<file path="config.mk">
export PLATFORM = sky130hd
export DESIGN_NAME = mux16_reg
export DESIGN_NICKNAME = d
export VERILOG_FILES = /design/src/rtl/basic_gates_pkg.sv /design/src/rtl/mux16_reg_mux_bit.sv /design/src/rtl/mux16_reg.sv
export SDC_FILE = /design/constraint.sdc
export NUM_CORES = 1
export LEC_CHECK = 0
export CAP_MARGIN = 20
export CORE_MARGIN = 2
export CORE_UTILIZATION = 36
export DETAILED_ROUTE_END_ITERATION = 6
export GPL_ROUTABILITY_DRIVEN = 0
export GPL_TIMING_DRIVEN = 0
export PLACE_DENSITY = 0.92
export SYNTH_ARGS = -nofsm -noshare
export SYNTH_HDL_FRONTEND = slang
export SYNTH_HIERARCHICAL = 1
export SYNTH_SLANG_ARGS = --single-unit
</file>
<file path="constraint.sdc">
create_clock -name clk -period 1.6 [get_ports clk]
set_input_delay 0.4 -clock clk [delete_from_list [all_inputs] [get_ports clk]]
set_output_delay 0.4 -clock clk [all_outputs]
set_load 0.02 [all_outputs]
</file>
<file path="src/rtl/basic_gates_pkg.sv">
`default_nettype none
// ============================================================================
//  Module      : basic_gates_pkg
//  Description : Shared word width, word type and select encodings for the
//                basic-gate datapath library (word muxes, ALU operand select,
//                PC next-value select).
//  Contents    : WORD_W  - native datapath word width
//                word_t  - logic [WORD_W-1:0]
//                SEL_X   - select value choosing operand x
//                SEL_Y   - select value choosing operand y
//  Revision    : 1.0 - initial release
// ============================================================================
package basic_gates_pkg;

    localparam int unsigned WORD_W = 16;

    typedef logic [WORD_W-1:0] word_t;

    localparam logic SEL_X = 1'b0;
    localparam logic SEL_Y = 1'b1;

endpackage : basic_gates_pkg
`default_nettype wire

</file>
<file path="src/rtl/mux16_reg_mux_bit.sv">
`default_nettype none
// ============================================================================
//  Module      : mux_bit
//  Description : Single-bit 2:1 multiplexer built only from not/and/or gate
//                primitives so the gate-level structure stays traceable.
//  Ports       : a   (in)  - data selected when sel = 0
//                b   (in)  - data selected when sel = 1
//                sel (in)  - select
//                out (out) - a when sel = 0, b when sel = 1
//  Revision    : 1.0 - initial release
// ============================================================================
module mux_bit (
    input  wire a,
    input  wire b,
    input  wire sel,
    output wire out
);

    wire sel_n;
    wire a_term;
    wire b_term;
    wire ab_term;

    not u_not_sel (sel_n, sel);
    and u_and_a   (a_term, a, sel_n);
    and u_and_b   (b_term, b, sel);

    // Consensus term a&b is logically redundant, but it makes an unknown
    // select resolve to the common value when a == b (both 1). With a == b == 0
    // every product is 0 anyway, so only differing bits propagate X.
    and u_and_ab  (ab_term, a, b);

    or  u_or_out  (out, a_term, b_term, ab_term);

endmodule : mux_bit
`default_nettype wire

</file>
<file path="src/rtl/mux16_reg.sv">
`default_nettype none
// ============================================================================
//  Module      : mux16_reg
//  Description : WIDTH-bit two-input word multiplexer with a combinational
//                result and an enable-gated, asynchronously reset output
//                register. The mux itself is an array of per-bit gate cells.
//  Parameters  : WIDTH    - data width (specified and verified at 16)
//  Ports       : clk      (in)        - rising-edge clock
//                rst      (in)        - async active-high reset, clears out
//                en       (in)        - capture enable for out
//                x        (in WIDTH)  - operand chosen when sel = 0
//                y        (in WIDTH)  - operand chosen when sel = 1
//                sel      (in)        - select
//                out_comb (out WIDTH) - combinational mux result
//                out      (out WIDTH) - registered mux result
//  Revision    : 1.0 - initial release
// ============================================================================
module mux16_reg
    import basic_gates_pkg::*;
#(
    parameter int unsigned WIDTH = WORD_W
) (
    input  logic             clk,
    input  logic             rst,
    input  logic             en,
    input  logic [WIDTH-1:0] x,
    input  logic [WIDTH-1:0] y,
    input  logic             sel,
    output logic [WIDTH-1:0] out_comb,
    output logic [WIDTH-1:0] out
);

    wire  [WIDTH-1:0] mux_w;
    logic [WIDTH-1:0] out_d;
    logic [WIDTH-1:0] out_q;

    // One gate-level 2:1 cell per bit; bits are fully independent.
    generate
        for (genvar i = 0; i < WIDTH; i++) begin : g_bit
            mux_bit u_mux_bit (
                .a   (x[i]),
                .b   (y[i]),
                .sel (sel),
                .out (mux_w[i])
            );
        end
    endgenerate

    assign out_comb = mux_w;

    // Enable gating is expressed as a hold mux ahead of the register.
    always_comb begin
        out_d = out_q;
        if (en) begin
            out_d = mux_w;
        end
    end

    // Reset is asynchronous: asserting rst between edges clears out at once
    // and keeps it cleared for as long as rst stays high.
    always_ff @(posedge clk or posedge rst) begin
        if (rst) begin
            out_q <= '0;
        end else begin
            out_q <= out_d;
        end
    end

    assign out = out_q;

endmodule : mux16_reg
`default_nettype wire

</file>
### Yosys cells after proc, flatten, opt, wreduce, memory -nomap -nowiden

Cells that the tools add are included.
Widths: inputs -> output; s select.

* bitwise gates (word level): 49
* reductions and logical operators: 16

Operators by type and width (count)
* $and 1x1->1: 48
* $reduce_or 3->1: 16
* $not 1->1: 1

* flip-flop bits (word level): 16
* input bits: 36
* output and inout port bits: 32

### Logic depth before layout (Yosys ltp)

Gate-level depths: netlist (run 1).

* word-level depth: 3
* depth in mapped cells: 3

### Hierarchy

Netlist (run 1), hierarchy kept.

By module, submodules not included
* mux16_reg: times used 1, cells an instance 35, area each 653.1 um^2, sequential area each 400.4 um^2
* mux_bit: times used 16, cells an instance 1, area each 15.0 um^2, sequential area each 0.0 um^2

### Worst setup path after synthesis (run 1)

No wires, ideal clock.

* path kind: input -> output
* start point: in sel
* end point: out out_comb[10]
* arrival: 719 ps
* path slack: 481 ps
* stages on the path: 1
* buffers on the path: 0
* cell sequence: mux2_4

* cells in the longest elaborated chain, start to end: 3

Ends and longest elaborated chain
* start: declaration: RTL line mux16_reg.sv:28 `input logic sel,`
* $not 1->1: RTL line mux16_reg_mux_bit.sv:24 `not u_not_sel (sel_n, sel);`
* $and 1x1->1: RTL line mux16_reg_mux_bit.sv:25 `and u_and_a (a_term, a, sel_n);`
* $reduce_or 3->1 (*): RTL line mux16_reg_mux_bit.sv:33 `or u_or_out (out, a_term, b_term, ab_term);`
* end: declaration: RTL line mux16_reg.sv:29 `output logic [WIDTH-1:0] out_comb,`

Every way passes the cells marked *; elsewhere a longest branch is shown, timed or not.

### Worst setup path after layout (run 1)

* start point: in sel
* end point: out out_comb[2]

Same word-level chain as after synthesis.

==> results of run 1 <==
[metal layers]
metal	wire length [um]	part of all wire [%]	global-route usage (%)	vias up
met1	829	34	17.1	343
met2	1270	53	30.5	42
met5	0	0	0	-
li1	-	-	-	340
met3	290	12	4.17	2
met4	12	0.50	7.69	0
[power by group through the flow]
stage	Combinational (mW)	Clock [mW]	Sequential, mW
final	0.506	0.263	0.477
after global placement	0.530	0	0.486
after detailed placement	0.540	0	0.488
after CTS	0.509	0.276	0.478
after global routing	0.532	0.301	0.485
after floorplan	0.195	0	0.552
[timing repair]
| item | 4_1_cts | 5_1_grt |
|---|---|---|
| resized for setup | 145 | 5 |
| hold buffers | 0 | 0 |
| setup endpoints to repair | 48 | 5 |
| setup buffers | 6 | 1 |
| pin swaps | 0 | 0 |
[critical path: stages]
cell    delay [ps]
buf_4          280
mux2_4         350
buf_6          130
[cells by family (layout without fill, tap and decap cells)]
kind of cell / count (synthesis) / after routing
mux: 32 / 32
flops: 16 / 16
buf+inv: 3 / 80
[final cells by class]
class / instances / share of cell area [%]
clock buffers: 4 / 2.19
repair buffers: 73 / 41.6
plain buffers: 2 / 1.89
multi-input cells: 32 / 27.6
well taps: 30 / 2.27
inverters: 1 / 0.227
flip-flops and latches: 16 / 24.2
[cell usage after synthesis]
| library cell | n | share of area [%] |
|---|---|---|
| buf_12 | 1 | 2.2 |
| inv_1 | 1 | 0.42 |
| buf_6 | 1 | 1.3 |
| mux2_2 | 6 | 7.6 |
| dfrtp_1 | 16 | 45 |
| mux2_4 | 26 | 44 |
[cell usage in the layout (no fill, tap or decap), drive strengths merged]
master | netlist | final
mux2 | 32 | 32
buf | 2 | 26
clkbuf | 0 | 4
clkdlybuf4s50 | 0 | 1
dfrtp | 16 | 16
inv | 1 | 1
dlygate4sd2 | 0 | 43
dlymetal6s2s | 0 | 5
[how the worst max path moves through the flow]
| stage | start | endpoint | depth (start not counted) |
|---|---|---|---|
| 3_5_place_dp | sel | out_comb[2] | 3 |
| 3_3_place_gp | sel | out_comb[7] | 3 |
| 5_1_grt | sel | out_comb[5] | 3 |
| 2_1_floorplan | sel | out_comb[10] | 1 |
| 6_report | sel | out_comb[2] | 3 |
| 4_1_cts | y[15] | out_comb[15] | 3 |
==> results.md, run 1 <==
- Status: finished, final reports clean
- Mapped Cells: 51
- Period Utilization, post-route: a little over nine tenths
- Die height: about 54 um
- Die Wd: 53.8 um
- Dpl cells: between 100 and 150
- Site Rows: 18
- Fmax: around 0.64 GHz
- Dpl ws: -1330 ps
- Startpoint Class: input port
- PwrDens: around 750 nW/um^2
- DR iter-0 viols: 2
- Average cell area after synthesis: about 18 sq um
- Drt total wl: approximately 2400 um
- Max reg flops: 16
- Critical path class: input port to output pin
- R2r setup slk: between 800 and 900 ps
- Clock Power Share: roughly a fifth
- Clock Skew: 0 ps
- DRC viols: 0
- TritonCTS Buffers: 3
- First-pass GRT wire length: between 3000 and 4000 um
- Simple-gate share of the synthesized area: 0%
- Peak VDD IR: 0.457 mV
- WP data required: approximately 1200 ps
- CTS max path bufs: 2
- Antenna violations before repair: 0
- Area after DPL: 1590 sq um
- CTS tree: yes
- Hold_ws: roughly 420 ps
- Ports: 68
- Post-route cell area: between 1500 and 2000 sq um
- Switch share: around 30%
- Final setup violation count: 0
- Startpoint of the worst-slack reg-to-reg timing path: out[5]
- Post-route ant nets: 0
- Fin. max-slew vios: 0
- 1st-pass router iterations: 4
- Register bit total from synthesis: 16
- Reg area: about 400 sq um
- Port bufs: 66
- Max-cap viol count: 0
- Max transition margin: 59.6%
- Syn_nets: 87
- Synth Area in Compound Gates: 0%
- Final WS setup: around 26 ps
- Min Tclk post-route: between 1500 and 2000 ps
- Worst-margin pin slew: between 600 and 700 ps
- DR vias: about 730
- Layout fillers: ~180
- Worst setup EP type: output pin
- Crit-path max FO: 16
- Pleak: 0.897 nW
- Hold-critical path depth: 2
- CP Data Arrival Time: 1170 ps
- Synth Area in XOR/XNOR: 0%
- Seq/Total Area, Yosys: ~45%
- Vias in the first global route: 739
- Final hold violation count: 0
- Seq pwr share: a little under two fifths
- RSZ-0062 raised after global routing: false
- Die area: between 2000 and 3000 sq um
- Mux contribution to synthesized area: slightly above 50%
- Min-delay src: en
- Tot Pwr: between 1 and 1.5 mW
- Root buf cell: clkbuf_4
- Worst Hold Class: input port to flip-flop
- Post-Synth Adder-Cell Area: 0%
- DPL Wire Length: ~1800 um
- R2R cell count: 1
- Vias/cell: about 4.6
- Clk_lat worst skew: 280 ps
- Clock sink count: 16
- Starting density of the core: roughly 37%
- Core area: 2410 sq um
- Layout Cells excl Fill: 158
- Comb pwr share: around two fifths
- R2R Path End: out[5]
- Largest net degree at the start of global routing: 17
- Layout cells sized above 1: approximately 48%
- Warnings, synthesis: 6
- Sw Pwr: roughly 0.37 mW
- Mapped Area: around 890 sq um
- Main combinational cell family by area after synthesis: multiplexers
- Ant diodes: 0
- Setup_tns: 0 ps
- Worst hold endpoint: out[0]
- Layout Utilization: about 69%
- Worst-path clk slew: 90 ps
- Fin nets: 165
- Area Overhead vs Synth: 85.4%
- Int Pwr: between 0.8 and 0.9 mW
- GR Overflow Total: 0
- DR WL/cell: ~15 um
- Gr usage total: 16.5%
- Number of distinct library cells after synthesis: 6
- H-tree Lvls: 1
- Area of the multi-input gates: about 460 sq um
Power figures use the tool's default switching activity.
==> run 2: changes to the inputs <==
--- a/config.mk
+++ b/config.mk
@@ -5,6 +5,7 @@
 export SDC_FILE = /design/constraint.sdc
 export NUM_CORES = 1
 export LEC_CHECK = 0
+export ABC_AREA = 0
 export CAP_MARGIN = 20
 export CORE_MARGIN = 2
 export CORE_UTILIZATION = 36
==> results of run 2 <==
Same layout as run 1: the final DEF is identical, and so are final timing and power.
